## config.mk

```make
export PLATFORM = sky130hd
export DESIGN_NAME = pipl_skid_chain
export DESIGN_NICKNAME = d
export VERILOG_FILES = /design/src/rtl/pipl_skid_chain_pkg.sv /design/src/rtl/pipl_skid_chain_stage.sv /design/src/rtl/pipl_skid_chain.sv
export SDC_FILE = /design/constraint.sdc
export NUM_CORES = 1
export LEC_CHECK = 0
export CELL_PAD_IN_SITES_DETAIL_PLACEMENT = 2
export CELL_PAD_IN_SITES_GLOBAL_PLACEMENT = 2
export CORE_UTILIZATION = 43
export DETAILED_ROUTE_END_ITERATION = 8
export GPL_ROUTABILITY_DRIVEN = 0
export PLACE_DENSITY_LB_ADDON = 0.1
export REMOVE_ABC_BUFFERS = 1
export SLEW_MARGIN = 15
export SYNTH_ARGS = -nofsm -noshare
export SYNTH_HDL_FRONTEND = slang
export SYNTH_SLANG_ARGS = --single-unit
```

## constraint.sdc

```tcl
create_clock -name clk -period 11.7 [get_ports clk]
set_input_delay 1.17 -clock clk [delete_from_list [all_inputs] [get_ports clk]]
set_output_delay 1.17 -clock clk [all_outputs]
set_load 0.005 [all_outputs]
```

## src/rtl/pipl_skid_chain_pkg.sv

```systemverilog
// Shared limits and sizing helper for the skid-buffered pipeline chain.
package pipl_skid_chain_pkg;

  localparam int WIDTH_MIN = 1;
  localparam int WIDTH_MAX = 256;
  localparam int DEPTH_MIN = 1;
  localparam int DEPTH_MAX = 16;

  function automatic int clog2(input int v);
    int r;
    r = 0;
    while ((1 << r) < v) r++;
    return r;
  endfunction

endpackage

```

## src/rtl/pipl_skid_chain_stage.sv

```systemverilog
// One chain stage: a main register plus a skid register.
// Upstream ready depends only on local skid state, never on downstream.
module pipl_skid_stage
  import pipl_skid_chain_pkg::*;
#(
  parameter int WIDTH = 32
) (
  input  logic             clk,
  input  logic             rst,
  input  logic             en_i,
  input  logic             flush_i,
  input  logic             up_valid_i,
  input  logic [WIDTH-1:0] up_data_i,
  output logic             up_ready_o,
  output logic             dn_valid_o,
  output logic [WIDTH-1:0] dn_data_o,
  input  logic             dn_ready_i
);

  logic             m_v_q, m_v_d;
  logic             s_v_q, s_v_d;
  logic [WIDTH-1:0] m_d_q, m_d_d;
  logic [WIDTH-1:0] s_d_q, s_d_d;
  logic             live;
  logic             up_fire;
  logic             dn_fire;

  assign live       = en_i & ~flush_i;
  assign up_ready_o = ~s_v_q & live;
  assign dn_valid_o = m_v_q & live;
  assign dn_data_o  = m_d_q;
  assign up_fire    = up_valid_i & up_ready_o;
  assign dn_fire    = dn_valid_o & dn_ready_i;

  always_comb begin
    m_v_d = m_v_q;
    m_d_d = m_d_q;
    s_v_d = s_v_q;
    s_d_d = s_d_q;
    if (flush_i) begin
      m_v_d = 1'b0;
      s_v_d = 1'b0;
    end else if (s_v_q) begin
      // upstream is stalled while the skid holds data
      if (dn_fire) begin
        m_d_d = s_d_q;
        s_v_d = 1'b0;
      end
    end else if (up_fire) begin
      if (!m_v_q || dn_fire) begin
        m_v_d = 1'b1;
        m_d_d = up_data_i;
      end else begin
        s_v_d = 1'b1;
        s_d_d = up_data_i;
      end
    end else if (dn_fire) begin
      m_v_d = 1'b0;
    end
  end

  always_ff @(posedge clk or posedge rst) begin
    if (rst) begin
      m_v_q <= 1'b0;
      s_v_q <= 1'b0;
      m_d_q <= '0;
      s_d_q <= '0;
    end else begin
      m_v_q <= m_v_d;
      s_v_q <= s_v_d;
      m_d_q <= m_d_d;
      s_d_q <= s_d_d;
    end
  end

endmodule

```

## src/rtl/pipl_skid_chain.sv

```systemverilog
// DEPTH-stage skid-buffered pipeline with registered ready and
// an occupancy counter kept alongside the chain.
module pipl_skid_chain
  import pipl_skid_chain_pkg::*;
#(
  parameter int WIDTH   = 32,
  parameter int DEPTH   = 4,
  parameter int CNT_BIT = 5
) (
  input  logic               clk,
  input  logic               rst,
  input  logic               en,
  input  logic               flush,
  input  logic               in_valid,
  input  logic [WIDTH-1:0]   in_data,
  output logic               in_ready,
  output logic               out_valid,
  output logic [WIDTH-1:0]   out_data,
  input  logic               out_ready,
  output logic [CNT_BIT-1:0] count,
  output logic               empty
);

  if (CNT_BIT < clog2(2 * DEPTH + 1)) begin : g_cnt_chk
    $error("pipl_skid_chain: CNT_BIT too small for DEPTH");
  end
  if (WIDTH < WIDTH_MIN || WIDTH > WIDTH_MAX) begin : g_w_chk
    $error("pipl_skid_chain: WIDTH out of range");
  end
  if (DEPTH < DEPTH_MIN || DEPTH > DEPTH_MAX) begin : g_d_chk
    $error("pipl_skid_chain: DEPTH out of range");
  end

  logic [DEPTH:0]   v_w;
  logic [DEPTH:0]   r_w;
  logic [WIDTH-1:0] d_w [DEPTH+1];

  assign v_w[0]     = in_valid;
  assign d_w[0]     = in_data;
  assign r_w[DEPTH] = out_ready;

  for (genvar k = 0; k < DEPTH; k++) begin : g_stage
    pipl_skid_stage #(
      .WIDTH (WIDTH)
    ) u_stage (
      .clk        (clk),
      .rst        (rst),
      .en_i       (en),
      .flush_i    (flush),
      .up_valid_i (v_w[k]),
      .up_data_i  (d_w[k]),
      .up_ready_o (r_w[k]),
      .dn_valid_o (v_w[k+1]),
      .dn_data_o  (d_w[k+1]),
      .dn_ready_i (r_w[k+1])
    );
  end

  logic               acc;
  logic               emit;
  logic [CNT_BIT-1:0] count_q, count_d;

  assign in_ready  = r_w[0] & ~rst;
  assign out_valid = v_w[DEPTH];
  assign out_data  = d_w[DEPTH];
  assign acc       = in_valid & in_ready;
  assign emit      = out_valid & out_ready;
  assign count     = count_q;
  assign empty     = (count_q == '0);

  always_comb begin
    count_d = count_q + CNT_BIT'(acc) - CNT_BIT'(emit);
    if (flush) count_d = '0;
  end

  always_ff @(posedge clk or posedge rst) begin
    if (rst) count_q <= '0;
    else     count_q <= count_d;
  end

endmodule

```

==> results.cfg <==
[status]
outcome = finished, final reports clean

[critical_path]
cp_slowest_cell = clkdlybuf4s50_1
path_class = in -> out
cpMostUsedCell = clkdlybuf4s50_1
critPathLaunch = flush
reg2reg_from = g_stage[0].u_stage.s_v_q$_DFF_PP0_
critical_path.top_delay_family = buffers and inverters
crit_arrival_ps = 2900
path_max_fanout = 20
critPathBufInv = 2
required_ps = 10530
max_stage_delay_ps = 770
crit_chain = clkdlybuf4s50_1 -> nor3_1 -> clkdlybuf4s50_1
startpoint_type = input pin
end_kind = primary output

[floorplan]
initial_utilization_pct = 43.8
io_pins = 78
die_h_microns = 170
fp-row-count = 61
die_w_microns = 170
dieArea_sq_um = 29100
core_sq_um = 27900

[clocking]
clkTransAtPathRegs_ps = 60
cts_buffers = 30
postCtsSetupBuffers = 0
clk_latency_ps = 550
h-tree-depth = 1
clockRootBuffer = clkbuf_16
ctsHoldBuffers = 0
tritoncts = yes
post_cts_resized = 0
cts_buffer_depth = 3
cts.sinks = 269

[grt]
antenna_found_initial = 0
grt-ovfl-total = 0
first_global_vias = 7867
met2_usage_pct = 35.7
grt_max_degree = 112
grt_pass1_wl_microns = 44700
gr-usage-met3_pct = 2.50
met1_usage_pct = 24.9
grt_use_total_pct = 19.9
grt_busiest_layer = met2

[synthesis]
syn_inst = 811
synth_edf_count = 0
syn-cell-area_sq_um = 12200
ys_types = 37
post_synth.cell_area_avg_sq_um = 15.1
ys.flop_type = dfrtp_1
ys_seq_area_share_pct = 55.1
ys_ff_latch = 269
async_flop_share_pct = 100
yosys_warnings = 0

[power_and_ir_drop]
total_power_mw = 2.28
cellLeakagePower_nw = 6.56
peakVddDrop_mv = 0.0888
p_per_area_nw_per_um2 = 162

[drt]
vias = 6645
drtIter0Drc = 230
wl_per_cell_microns = 21.6
wl_microns = 27200
drc = 0
drtPass1Iterations = 4
final_antenna_net_count = 0
via_per_inst = 5.29

[layout]
multi_input_area_sq_um = 5020
area_growth_pct = 15.5
diodes = 0
layout_commonest_cell = mux2_2
fin_area_sq_um = 14100
fin_util_pct = 50.6
final_cell_mix = mux2_2 (348), dfrtp_1 (265), clkdlybuf4s50_1 (77)
finalNetCount = 901
fin_cells = 1255
regArea_sq_um = 6740
drive_above_1_share_pct = 51.5
fillers = 2519

[placement]
port_buffers = 77
dpl.cell_count = 1202
dpl_worst_slack_ps = 7440
place_area_sq_um = 13100
dp_hpwl_microns = 16200

[timing]
whs_ps = 495
setup_tns_ps = 0
relSlewSlack_pct = 27.0
fin_crit_sh_pct = 34.8
min_period_ps = 4070
hold_viol = 0
clock_skew_ps = 14.8
fmax_ghz = 0.246
rsz0062_at_grt = false
worst_pin_slew_ps = 1090
fin_ws_ps = 7630
drv_slew = 0
setup_viol = 0

[min_path]
min_path_type = reg -> reg
hold_path.startpoint = g_stage[2].u_stage.s_d_q[4]$_DFFE_PP0P_

[run]
maxCapViolations = 0
-- cell usage after synthesis (all sizes together), types with 2 or more instances --
library cell  instances  area share (%)
buf                  66             3.5
o21ai                 5            0.20
nand2b                8            0.41
nor2                  6            0.18
nor3b                 3            0.23
a31oi                 3            0.15
inv                   9            0.28
mux2                384              36
clkbuf               10            0.31
nor3                  4            0.16
nand2                 6            0.18
ha                    6            0.61
dfrtp               269              55
a2111oi               2            0.45
a21oi                 7            0.29
nor2b                 5            0.26
nand3b                4            0.25
-- report_power, final --
group          internal [mW]  switching (mW)  leakage, nW
Combinational          0.162          0.0903         2.44
Clock                  0.554           0.375        0.494
Sequential              1.02          0.0759         3.62
Total                   1.74           0.541         6.56
-- sequential cells by signal, summed over array words and instances, names as in the netlist --
name	cells
g_stage.u_stage.dn_data_o	128
g_stage.u_stage.s_v_q	4
count	5
g_stage.u_stage.s_d_q	128
g_stage.u_stage.m_v_q	4
-- area by class of cell --
class                           count  share of cell area [%]
Clock buffer                       40                    6.09
Sequential cell                   269                    47.8
Tap cell                          378                    3.35
Timing Repair Buffer               89                    6.10
Inverter                            9                   0.293
Multi-Input combinational cell    457                    35.6
Clock inverter                     13                   0.816
-- worst paths after layout --
| kind | endpoint | slack [ps] | cells after the start |
|---|---|---|---|
| hold reg to reg | g_stage[2].u_stage.s_d_q[4]$_DFFE_PP0P_ | 490 | 1 |
| max in group asynchronous | g_stage[2].u_stage.s_d_q[10]$_DFFE_PP0P_ | 8920 | 3 |
| setup / recovery | in_ready | 7630 | 3 |
| min in group asynchronous | g_stage[1].u_stage.s_d_q[2]$_DFFE_PP0P_ | 1240 | 2 |
| hold / removal | g_stage[2].u_stage.s_d_q[4]$_DFFE_PP0P_ | 490 | 1 |
| setup reg to reg | count[4]$_DFF_PP0_ | 8590 | 11 |
-- routing by layer --
| metal | share of wire [%] | vias to the layer above |
|---|---|---|
| li1 | - | 2949 |
| met4 | 2.5 | 0 |
| met2 | 52 | 97 |
| met5 | 0 | - |
| met3 | 2.6 | 45 |
| met1 | 43 | 3554 |
-- kinds of logic (layout without fill, tap and decap cells) --
kind of cell | after synthesis | in the layout | synth area share (%)
adders and majority gates | 7 | 7 | 0.779
and+or+nand+nor | 41 | 41 | 1.99
DFF | 269 | 269 | 55.1
AOI/OAI and AO/OA | 22 | 22 | 1.51
buffers and inverters | 85 | 151 | 4.05
muxes | 385 | 385 | 36.4
xor gates and xnor gates | 2 | 2 | 0.144
Note: power is estimated with default switching activity, not from simulation.
